$ cat src/rtl/tl_a_arbiter.sv
// tl_a_arbiter: round-robin share of one TileLink-UL A/D port.
// A is registered with a requester index prepended to source; D routes back.
module tl_a_arbiter #(
  parameter int NREQ    = 2,
  parameter int ADDR_W  = 32,
  parameter int DATA_W  = 32,
  parameter int SRC_W   = 2,
  parameter int MAX_OUT = 4,
  localparam int IDX_W  = (NREQ > 2) ? $clog2(NREQ) : 1,
  localparam int MASK_W = DATA_W / 8,
  localparam int OSRC_W = IDX_W + SRC_W
) (
  input  logic                     clock,
  input  logic                     reset,
  input  logic [NREQ-1:0]          req_a_valid,
  output logic [NREQ-1:0]          req_a_ready,
  input  logic [NREQ*3-1:0]        req_a_opcode,
  input  logic [NREQ*ADDR_W-1:0]   req_a_address,
  input  logic [NREQ*DATA_W-1:0]   req_a_data,
  input  logic [NREQ*MASK_W-1:0]   req_a_mask,
  input  logic [NREQ*SRC_W-1:0]    req_a_source,
  output logic                     out_a_valid,
  input  logic                     out_a_ready,
  output logic [2:0]               out_a_opcode,
  output logic [ADDR_W-1:0]        out_a_address,
  output logic [DATA_W-1:0]        out_a_data,
  output logic [MASK_W-1:0]        out_a_mask,
  output logic [OSRC_W-1:0]        out_a_source,
  input  logic                     out_d_valid,
  output logic                     out_d_ready,
  input  logic [2:0]               out_d_opcode,
  input  logic [DATA_W-1:0]        out_d_data,
  input  logic                     out_d_error,
  input  logic [OSRC_W-1:0]        out_d_source,
  output logic [NREQ-1:0]          req_d_valid,
  input  logic [NREQ-1:0]          req_d_ready,
  output logic [2:0]               req_d_opcode,
  output logic [DATA_W-1:0]        req_d_data,
  output logic                     req_d_error,
  output logic [SRC_W-1:0]         req_d_source,
  output logic                     route_err
);

  localparam logic [IDX_W:0] NREQ_L  = (IDX_W+1)'(NREQ);
  localparam logic [3:0]     CNT_MAX = 4'(MAX_OUT);

  logic              slot_valid;
  logic [2:0]        op_q;
  logic [ADDR_W-1:0] addr_q;
  logic [DATA_W-1:0] data_q;
  logic [MASK_W-1:0] mask_q;
  logic [OSRC_W-1:0] src_q;
  logic [IDX_W-1:0]  ptr;
  logic [3:0]        outst [NREQ];
  logic              err_q;

  logic              slot_free;
  logic              gnt_any;
  logic              a_fire;
  logic [IDX_W-1:0]  gnt;
  logic [IDX_W-1:0]  gnt_nxt;
  logic [NREQ-1:0]   elig;
  logic [NREQ-1:0]   inc_v;
  logic [NREQ-1:0]   dec_v;
  logic [IDX_W-1:0]  d_idx;
  logic              d_hit;
  logic              d_fire;

  assign slot_free = !slot_valid || out_a_ready;

  always_comb begin
    elig = '0;
    for (int i = 0; i < NREQ; i++)
      elig[i] = req_a_valid[i] && (outst[i] < CNT_MAX);
  end

  // Scan downward so the candidate closest to ptr is assigned last.
  always_comb begin
    int j;
    j = 0;
    gnt_any = 1'b0;
    gnt = '0;
    for (int k = NREQ - 1; k >= 0; k--) begin
      j = int'(ptr) + k;
      if (j >= NREQ) j = j - NREQ;
      if (elig[j]) begin
        gnt_any = 1'b1;
        gnt = IDX_W'(j);
      end
    end
  end

  assign gnt_nxt = (gnt == IDX_W'(NREQ - 1)) ? '0 : gnt + 1'b1;
  assign a_fire  = reset && slot_free && gnt_any;

  always_comb begin
    req_a_ready = '0;
    if (a_fire) req_a_ready[gnt] = 1'b1;
  end

  assign d_idx = out_d_source[OSRC_W-1 -: IDX_W];
  assign d_hit = {1'b0, d_idx} < NREQ_L;

  always_comb begin
    req_d_valid = '0;
    out_d_ready = 1'b0;
    if (reset) begin
      if (d_hit) begin
        req_d_valid[d_idx] = out_d_valid;
        out_d_ready = req_d_ready[d_idx];
      end else begin
        out_d_ready = 1'b1;
      end
    end
  end

  assign d_fire = out_d_valid && out_d_ready && d_hit;

  always_comb begin
    inc_v = '0;
    dec_v = '0;
    for (int i = 0; i < NREQ; i++) begin
      inc_v[i] = a_fire && (gnt == IDX_W'(i));
      dec_v[i] = d_fire && (d_idx == IDX_W'(i));
    end
  end

  always_ff @(posedge clock) begin
    if (!reset) begin
      slot_valid <= 1'b0;
      op_q <= '0;
      addr_q <= '0;
      data_q <= '0;
      mask_q <= '0;
      src_q <= '0;
      ptr <= '0;
      err_q <= 1'b0;
      for (int i = 0; i < NREQ; i++) outst[i] <= '0;
    end else begin
      if (a_fire) begin
        slot_valid <= 1'b1;
        op_q <= req_a_opcode[int'(gnt)*3 +: 3];
        addr_q <= req_a_address[int'(gnt)*ADDR_W +: ADDR_W];
        data_q <= req_a_data[int'(gnt)*DATA_W +: DATA_W];
        mask_q <= req_a_mask[int'(gnt)*MASK_W +: MASK_W];
        src_q <= {gnt, req_a_source[int'(gnt)*SRC_W +: SRC_W]};
        ptr <= gnt_nxt;
      end else if (out_a_ready) begin
        slot_valid <= 1'b0;
      end
      if (out_d_valid && !d_hit) err_q <= 1'b1;
      // Counter saturates at zero on a stray response.
      for (int i = 0; i < NREQ; i++) begin
        if (inc_v[i] && !dec_v[i])
          outst[i] <= outst[i] + 4'd1;
        else if (dec_v[i] && !inc_v[i] && outst[i] != 4'd0)
          outst[i] <= outst[i] - 4'd1;
      end
    end
  end

  assign out_a_valid   = slot_valid;
  assign out_a_opcode  = op_q;
  assign out_a_address = addr_q;
  assign out_a_data    = data_q;
  assign out_a_mask    = mask_q;
  assign out_a_source  = src_q;
  assign route_err     = err_q;

  assign req_d_opcode = out_d_opcode;
  assign req_d_data   = out_d_data;
  assign req_d_error  = out_d_error;
  assign req_d_source = out_d_source[SRC_W-1:0];

endmodule

$ cat config.mk
export PLATFORM = sky130hd
export DESIGN_NAME = tl_a_arbiter
export DESIGN_NICKNAME = d
export VERILOG_FILES = /design/src/rtl/tl_a_arbiter.sv
export SDC_FILE = /design/constraint.sdc
export NUM_CORES = 1
export LEC_CHECK = 0
export ABC_CLOCK_PERIOD_IN_PS = 2550
export CAP_MARGIN = 5
export CORE_MARGIN = 2
export CORE_UTILIZATION = 32
export DETAILED_ROUTE_END_ITERATION = 10
export GPL_TIMING_DRIVEN = 0
export PLACE_DENSITY = 0.89
export RECOVER_POWER = 25
export SKIP_CTS_REPAIR_TIMING = 1
export SLEW_MARGIN = 20
export SYNTH_ARGS = -nofsm -noshare
export SYNTH_HDL_FRONTEND = slang
export SYNTH_SLANG_ARGS = --single-unit
$ cat constraint.sdc
create_clock -name clock -period 2.55 [get_ports clock]
set_clock_uncertainty 0.15 [all_clocks]
set_input_delay 0.6375 -clock clock [delete_from_list [all_inputs] [get_ports clock]]
set_output_delay 0.6375 -clock clock [all_outputs]
set_load 0.01 [all_outputs]
Yosys cells after proc, flatten, opt, wreduce, memory -nomap -nowiden
Memories as Yosys holds them, arrays and structs flattened.
Index checks and enable logic that the tools add are counted.
- memories: 1
- bits in latches: 0
- register bits: 76
- input port bits: 193
- memory bits (read-only): 0
- memory bits (writable): 8
- output and inout bits: 119
- logic and storage cells: 108
- memory list (memory ; words ; bits a word ; rd ports ; clocked after Yosys merged registers in ; write ports ; RTL line ; text):
    outst ; 2 ; 4 ; 2 ; 0 ; 2 ; 54 ; logic [3:0] outst [NREQ];
- $lt $le $gt $ge: 10
- add/sub/neg operators: 8
- multipliers: 1
- eq/ne operators: 0
- mux-type cells: 43
- div/mod/pow operators: 0
- bitwise operators: 7
- shift-type cells: 5
- reduce and logical (&&, ||, !) cells: 26
- operator list (kind ; count):
    64-bit by 7-bit variable part select with 32-bit output ; 2
    32-bit by 3-bit less-than comparator with 1-bit output (second input constant) ; 2
    32-bit 2-to-1 mux ; 2
    1-bit 2-to-1 mux ; 33
    1-bit logical AND ; 17
    4-bit 2-to-1 mux ; 4
    4-bit by 1-bit adder with 4-bit output (second input constant) ; 2
    4-bit by 3-bit less-than comparator with 1-bit output (second input constant) ; 2
    4-bit nonzero test ; 2
    8-bit by 4-bit variable part select with 4-bit output ; 1
    4-bit by 1-bit subtractor with 4-bit output (second input constant) ; 2
    6-bit by 4-bit variable part select with 3-bit output ; 1
    1-bit logical NOT ; 5
    1-bit by 2-bit less-than comparator with 1-bit output (second input constant) ; 2
    2-bit 2-to-1 mux ; 2
    1-bit bitwise OR ; 4
    4-bit by 3-bit variable part select with 2-bit output ; 1
    1-bit by 2-bit multiplier with 3-bit output (second input constant) ; 1
    1-bit by 2-bit subtractor with 3-bit output (second input constant) ; 1
    2-bit by 2-bit subtractor with 3-bit output (second input constant) ; 1
    1-bit by 1-bit adder with 2-bit output (second input constant) ; 1
    2-bit AND ; 1
    1-bit demux with 1-bit select ; 2
    1-bit greater-or-equal comparator (second input constant) ; 2
    6 further kinds ; 7

Logic depth before layout (Yosys ltp)
Gate-level depths: netlist (run 1).
- word-level depth: 18
- depth in mapped cells: 10

Worst setup path before layout (run 1)
OpenSTA, ideal clock, no wires.
- path type: input to register
- from: input port req_a_valid[1]
- to: memory outst[0][3], data pin
- path slack: -0.106 ns
- cell stages on the path: 9
- library setup time: 0.262 ns
- path buffers: 0
- data required time: 2.138 ns
- data arrival time: 2.244 ns
- cells stage by stage: or3b_4 -> o2111ai_4 -> nand2_1 -> inv_1 -> ha_1 -> a21o_1 -> a21oi_1 -> xnor2_1 -> mux2i_1
- RTL lines (item ; RTL line ; text):
    start, declared ; 15 ; input logic [NREQ-1:0] req_a_valid,
    end, declared ; 54 ;

==> results.json, run 1 <==
{
  "drive_above_1_share": 0.150,
  "clk_latency_ns": 0.33,
  "reg2reg_from": "outst[1][3]",
  "cts-buffers-inserted": 9,
  "grt_pass1_vias": 4276,
  "critPathLaunch": "outst[1][3]",
  "die_area_um2": 14500,
  "fin_ws_ns": -0.105,
  "cts_tree": "done",
  "grt_antenna_before_repair": 0,
  "core_um2": 13200,
  "slew_viol_final": 0,
  "fillers": 1157,
  "worstSetupStartpointType": "flip-flop",
  "critPathKind": "flip-flop to flip-flop",
  "io_buffers": 271,
  "cts_root_buf": "clkbuf_16",
  "cts_htree_levels": 3,
  "fmax_mhz": 377,
  "power.leakage_nw": 2.96,
  "gp_congestion": 0.816,
  "final_hold_viol_count": 0,
  "die_h_um": 120,
  "async_flop_share": 0,
  "slew_headroom": 0.628,
  "peakVddDrop_uv": 271,
  "power_mw": 4.32,
  "hpwlAfterDp_um": 11500,
  "start_util": 0.328,
  "reg2reg_depth": 7,
  "drc": 0,
  "wl_um": 14700,
  "worst_pin_slew_ns": 0.558,
  "min_period_ns": 2.66,
  "top_level_ports": 312,
  "fin_cells": 927,
  "worst_hold_slack_ns": 0.344,
  "die_w_um": 120,
  "synthCells": 453,
  "wl_per_cell_um": 15.9,
  "syn2layout_area_growth_pct": 79.1,
  "yosysTopAreaCellShare": 0.351,
  "first_pass_iters": 5,
  "grt_max_degree": 13,
  "synth.avg_cell_area_um2": 9.58,
  "synth_most_common_cell": "nor2_1",
  "r2r_setup_slack_ns": -0.11,
  "end_kind": "flip-flop",
  "synthTopCellsByCount": "nor2_1 (82), dfxtp_1 (76), mux2i_1 (75), a211oi_1 (73), buf_4 (46)",
  "cp_max_fo": 6,
  "track_usage": 0.193,
  "hold_path_class": "flip-flop to flip-flop",
  "path_clk_slew_ns": 0.06,
  "cp.required_ns": 2.48,
  "synth-edff-count": 8,
  "synth_seq_cells": 84,
  "violations": "negative setup slack",
  "synth_nets": 651,
  "ys.warnings.count": 0,
  "vias_per_cell": 4.75,
  "synth_area_leaders": "dfxtp_1 (35%), mux2i_1 (17%), a211oi_1 (13%)",
  "cts_max_path_buffers": 2,
  "synth_cell_type_count": 45,
  "drv_cap": 0,
  "grt_pass1_wl_um": 21700,
  "setup_viol": 2,
  "yosysTopAreaCell": "dfxtp_1",
  "vias": 4406,
  "rsz0062_at_grt": "yes",
  "overflow": 0,
  "synth_flop_cell": "dfxtp_1",
  "drt_iter0_markers": 238,
  "layout.nets": 944,
  "place_inst": 900,
  "crit_arrival_ns": 2.59,
  "r2r_end": "outst[1][3]",
  "critPathCapture": "outst[1][3]",
  "num_rows": 42,
  "period_share": 1.04,
  "ys_seq_area_frac": 0.406,
  "numClockSinks": 84,
  "syn_area_um2": 4340,
  "antenna_left": 0,
  "outcome": "complete, but fails checks",
  "final_core_util": 0.587,
  "diodes": 0,
  "p_per_area_nw_per_um2": 556
}
## worst max-delay path: stages (launching register included)
cell and delay, ns:
edfxtp_1 0.45, or3b_4 0.46, o2111ai_4 0.22, buf_6 0.16, mux2i_4 0.28, and2_4 0.22
o21ai_0 0.11, a221o_1 0.33
## cell type report
type | instances | area (um^2) | share of cell area
Timing Repair Buffer | 285 | 2840 | 0.365
Multi-Input combinational cell | 287 | 2130 | 0.274
Sequential cell | 84 | 1760 | 0.227
Buffer | 71 | 493 | 0.0634
Clock buffer | 15 | 268 | 0.0344
Tap cell | 176 | 220 | 0.0283
Inverter | 8 | 32.5 | 0.00418
Clock inverter | 1 | 30.0 | 0.00386
## how the worst min path moves through the flow
stage                           start           endpoint  slack, ns  depth (start not counted)
floorplan                         ptr                ptr       0.30                          1
global placement                  ptr                ptr       0.32                          1
detailed placement                ptr                ptr       0.33                          1
CTS                               ptr                ptr       0.34                          1
global route        out_a_address[12]  out_a_address[12]       0.37                          2
finish                            ptr                ptr       0.34                          1
## per-stage QoR
stage / instance area (um^2) / setup WS [ns] / setup TNS [ns]
floorplan: 4340 / -0.0964 / -0.189
global placement: 7280 / -1.00 / -45.06
detailed placement: 7280 / -0.986 / -46.95
CTS: 7570 / -0.993 / -18.47
global route: 7770 / -0.191 / -1.16
finish: 7770 / -0.105 / -0.148
## logic make-up after synthesis
kind of cell	Yosys count	share of synthesized area
buffers and inverters	82	0.115
adders and majority gates	5	0.0161
xor gates and xnor gates	2	0.00404
DFF	84	0.406
and+or+nand+nor	109	0.109
other	1	0.000864
AOI/OAI and AO/OA	94	0.172
muxes	76	0.176
## metal layers
| layer | GRT usage | vias up | share of wire |
|---|---|---|---|
| li1 | - | 2166 | - |
| met1 | 0.219 | 2016 | 0.37 |
| met2 | 0.339 | 205 | 0.52 |
| met3 | 0.0566 | 19 | 0.086 |
| met4 | 0.0727 | 0 | 0.019 |
| met5 | 0 | - | 0 |
## placed cells by master, fill, tap and decap left out, drive strengths merged, types with 2 or more instances in the layout
master | netlist | routed
nor2 | 82 | 82
o21ai | 4 | 4
ha | 4 | 4
dlymetal6s2s | 0 | 6
clkdlybuf4s50 | 0 | 263
buf | 60 | 66
nor3 | 2 | 2
nor2b | 2 | 2
edfxtp | 8 | 8
nand3 | 4 | 4
nand2 | 8 | 8
clkbuf | 14 | 36
inv | 8 | 8
mux2i | 76 | 76
a211oi | 73 | 73
and2 | 4 | 4
a221o | 2 | 2
dfxtp | 76 | 76
a21oi | 6 | 6
## state kept, by name, indices dropped and copies added, names as in the netlist
register       cells
out_a_address     32
out_a_opcode       3
outst              8
out_a_data        32
out_a_mask         4
ptr                1
out_a_source       3
out_a_valid        1
## power by group
group | total (mW) | switching, mW | internal, mW | leakage, nW
sequential | 1.58 | 0.0926 | 1.49 | 0.708
combinational | 1.42 | 0.602 | 0.817 | 2.11
clock | 1.32 | 0.506 | 0.815 | 0.144
total | 4.32 | 1.20 | 3.12 | 2.96
No activity file was read; power rests on OpenSTA's default activity.
==> run 2, diff against run 1 <==
Settings changed: CELL_PAD_IN_SITES_DETAIL_PLACEMENT set to 1, CELL_PAD_IN_SITES_GLOBAL_PLACEMENT set to 1, CORE_UTILIZATION 32 to 22, CTS_CLUSTER_DIAMETER set to 120, SLEW_MARGIN 20 to not set.
==> results.json, run 2 (same netlist as run 1, synthesis figures left out) <==
{
  "outcome": "complete, but fails checks",
  "violations": "negative setup slack",
  "end_kind": "flip-flop",
  "period_share": 1.04,
  "vias": 4490,
  "crit_arrival_ns": 2.59,
  "overflow": 0,
  "min_period_ns": 2.65,
  "slew_headroom": 0.607,
  "worstSetupStartpointType": "flip-flop",
  "critPathKind": "flip-flop to flip-flop",
  "slowest_delay_ns": 0.48,
  "grt_pass1_wl_um": 24800,
  "fin_ws_ns": -0.100,
  "path_cells": "or3b_4, o2111ai_4, buf_6, mux2i_4, a21oi_2, a32o_1, a221o_1",
  "core_um2": 19400,
  "drv_cap": 0,
  "whs_path_depth": 1,
  "track_usage": 0.156,
  "peakVddDrop_uv": 270,
  "drive_above_1_share": 0.162,
  "fmax_mhz": 377,
  "grt_pass1_vias": 4784,
  "antenna_left": 0,
  "die_area_um2": 20900,
  "cts_htree_levels": 3,
  "grt_antenna_before_repair": 0,
  "setup_viol": 4,
  "fillers": 2210,
  "clk_latency_ns": 0.34,
  "cts_tree": "done",
  "num_rows": 51,
  "first_pass_iters": 4,
  "power_mw": 4.46,
  "hold_path_class": "flip-flop to flip-flop",
  "cp_slowest_cell": "edfxtp_1",
  "layout_commonest_cell": "clkdlybuf4s50_1",
  "die_h_um": 144,
  "final_cell_mix": "clkdlybuf4s50_1 (263), nor2_1 (81), dfxtp_1 (76)",
  "cts_root_buf": "clkbuf_16",
  "slew_viol_final": 0,
  "final_hold_viol_count": 0,
  "start_util": 0.224,
  "die_w_um": 144,
  "vias_per_cell": 4.39,
  "drc": 0,
  "power.leakage_nw": 3.00,
  "worst_hold_slack_ns": 0.339,
  "reg2reg_depth": 7,
  "io_buffers": 271,
  "top_level_ports": 312,
  "cts-buffers-inserted": 9,
  "wl_um": 17200,
  "drt_iter0_markers": 64,
  "grt_max_degree": 14,
  "wl_per_cell_um": 16.8,
  "path_clk_slew_ns": 0.06,
  "p_per_area_nw_per_um2": 558,
  "rsz0062_at_grt": "yes",
  "hpwlAfterDp_um": 13600,
  "diodes": 0,
  "gp_congestion": 0.763,
  "worst_pin_slew_ns": 0.590,
  "cp_max_fo": 6,
  "cts_max_path_buffers": 2,
  "cp.required_ns": 2.49,
  "syn2layout_area_growth_pct": 84.1,
  "layout.nets": 950,
  "numClockSinks": 84
}
[run 2: cell types whose count changed in the layout (fill, tap and decap cells not counted), moves of 2 or more]
cell,change
buf_2,-2
buf_4,+4
clkbuf_1,-2
buf_6,+3
inv_2,-2
inv_4,+2
[run 2: worst max-delay path: cells and delay by family, from the launching register on]
kind / cells / cell delay (ns)
AOI/OAI and AO/OA: 4 / 0.87
buffers and inverters: 1 / 0.16
DFF: 1 / 0.48
and+or+nand+nor: 1 / 0.45
muxes: 1 / 0.27
[run 2: final cells by class]
type / count / area (um^2) / share of cell area
tap: 265 / 332 / 0.0415
clock inverter: 4 / 72.6 / 0.00908
sequential: 84 / 1760 / 0.220
multi-input combinational: 287 / 2150 / 0.269
timing repair buffer: 291 / 2890 / 0.362
clock buffer: 12 / 246 / 0.0308
buffer: 71 / 502 / 0.0628
inverter: 8 / 37.5 / 0.00470
[run 2: path summary, 6_finish.rpt]
check	start	end	slack, ns
worst max-delay path	outst[1][2]	outst[1][3]	-0.10
worst min-delay path	ptr	ptr	0.34
worst max register to register	outst[1][2]	outst[1][3]	-0.10
worst min register to register	ptr	ptr	0.34
[run 2: metal layers]
layer / GRT usage / wire length, um / vias to the layer above
li1: - / - / 2183
met3: 0.0457 / 1120 / 13
met2: 0.289 / 9260 / 164
met1: 0.175 / 6580 / 2130
met4: 0.0383 / 218 / 0
met5: 0 / 0 / -
[run 2: power by group]
group          switching, mW  internal (mW)  total, mW  leakage [nW]
Combinational          0.623          0.826       1.45          2.14
Sequential            0.0935           1.49       1.58         0.708
Clock                  0.549          0.885       1.43         0.153
[run 2: metrics by stage]
step	cell area [um^2]	setup WS, ns	util	instances	setup TNS, ns
6_report	7990	-0.100	0.412	1022	-0.215
4_1_cts	7710	-1.03	0.397	1005	-28.04
2_1_floorplan	4340	-0.0964	-	453	-0.189
3_5_place_dp	7390	-1.03	0.381	989	-56.05
3_3_place_gp	7390	-1.01	0.381	989	-48.66
5_1_grt	7990	-0.164	0.412	1022	-0.560
==> run 3, diff against run 2 <==
Settings changed: REMOVE_ABC_BUFFERS set to 1.
==> results.json, run 3 (same netlist as run 1, synthesis figures left out) <==
{
  "crit_arrival_ns": 2.55,
  "num_rows": 51,
  "grt_pass1_vias": 4147,
  "period_share": 1.03,
  "numClockSinks": 84,
  "die_area_um2": 20900,
  "vias_per_cell": 4.50,
  "place_inst": 884,
  "antenna_left": 0,
  "fillers": 2232,
  "setup_viol": 3,
  "r2r_end": "outst[1][3]",
  "io_buffers": 234,
  "worst_pin_slew_ns": 0.564,
  "end_kind": "flip-flop",
  "clk_latency_ns": 0.33,
  "grt_max_degree": 78,
  "slew_headroom": 0.622,
  "power.leakage_nw": 2.61,
  "die_h_um": 144,
  "switching_share": 0.281,
  "reg2reg_from": "outst[1][3]",
  "cp.required_ns": 2.48,
  "track_usage": 0.151,
  "power.switching_mw": 1.21,
  "layout.nets": 845,
  "critPathLaunch": "req_a_valid[1]",
  "cts_root_buf": "clkbuf_16",
  "wl_um": 16500,
  "reg2reg_depth": 7,
  "placed_area_um2": 6680,
  "min_from": "out_a_data[17]",
  "drt_iter0_markers": 156,
  "cellInternalPower_mw": 3.10,
  "hpwlAfterDp_um": 12500,
  "p_per_area_nw_per_um2": 597,
  "outcome": "complete, but fails checks",
  "critPathKind": "input pin to flip-flop",
  "gp_congestion": 0.736,
  "start_util": 0.224,
  "rsz0062_at_grt": "yes",
  "cts_htree_levels": 3,
  "overflow": 0,
  "diodes": 0,
  "syn2layout_area_growth_pct": 66.3,
  "fmax_mhz": 382,
  "r2r_setup_slack_ns": -0.05,
  "seq_power_share": 0.365,
  "grt_pass1_wl_um": 23500,
  "hold_path_class": "flip-flop to flip-flop",
  "drc": 0,
  "fin_cells": 917,
  "drv_cap": 0,
  "comb_power_share": 0.299,
  "cts_max_path_buffers": 2,
  "first_pass_iters": 6,
  "cts-buffers-inserted": 9,
  "vias": 4126,
  "clock_power_share": 0.337,
  "violations": "negative setup slack",
  "min_to": "out_a_data[17]",
  "drive_above_1_share": 0.0951,
  "path_clk_slew_ns": 0.06,
  "core_um2": 19400,
  "cp_max_fo": 4,
  "worstSetupStartpointType": "input pin",
  "die_w_um": 144,
  "cts_tree": "done",
  "layout_commonest_cell": "clkdlybuf4s50_1",
  "slew_viol_final": 0,
  "min_period_ns": 2.62,
  "top_level_ports": 312,
  "wl_per_cell_um": 17.9,
  "final_hold_viol_count": 0,
  "final_core_util": 0.372,
  "fin_ws_ns": -0.0690,
  "fin_area_um2": 7220,
  "whs_path_depth": 2,
  "final_cell_mix": "clkdlybuf4s50_1 (215), nor2_1 (80), dfxtp_1 (76)",
  "peakVddDrop_uv": 311,
  "grt_antenna_before_repair": 0,
  "power_mw": 4.31
}
-- run 3: per-stage QoR --
stage	setup WS (ns)	TNS, ns	hold WS [ns]
finish	-0.0690	-0.107	0.348
global route	-0.119	-0.317	0.369
CTS	-1.14	-37.39	0.350
detailed placement	-1.14	-69.19	0.344
global placement	-6.96	-552.56	0.322
floorplan	-4.04	-317.77	0.299
-- run 3: cell type report --
class	instances	area, um^2	area share
Inverter	8	37.5	0.00520
Tap cell	265	332	0.0459
Timing Repair Buffer	256	2610	0.361
Clock inverter	5	85.1	0.0118
Sequential cell	84	1760	0.244
Multi-Input combinational cell	288	2150	0.298
Clock buffer	11	243	0.0336
-- run 3: metal layers --
metal  part of all wire  track usage  vias to the layer above
li1                   -            -                     1975
met2               0.47        0.227                      207
met3               0.12       0.0964                       15
met5                  0       0.0125                        -
met4              0.011       0.0353                        0
met1               0.40        0.181                     1929
-- run 3: worst max path at each step --
stage	to	slack (ns)	cells past startpoint
after floorplan	out_a_address[0]	-4.04	4
after global placement	out_a_address[16]	-6.96	4
after detailed placement	req_a_ready[1]	-1.14	5
after CTS	req_a_ready[1]	-1.14	5
after global routing	outst[1][3]	-0.12	7
final	outst[1][3]	-0.07	8
-- run 3: critical path, cell delays in order --
cell and delay, ns:
dlymetal6s2s_1 0.11, or3b_4 0.43, o2111ai_4 0.31, buf_12 0.15, mux2i_4 0.25, a21oi_2 0.10
a32o_1 0.27, a221o_1 0.30
-- run 3: power groups by stage --
stage                     logic (mW)  clock network (mW)  registers (mW)
after CTS                       1.25                1.51            1.57
after floorplan                0.546                   0            1.65
after global placement          1.25                   0            1.59
after detailed placement        1.25                   0            1.61
final                           1.29                1.45            1.57
after global routing            1.40                1.57            1.59
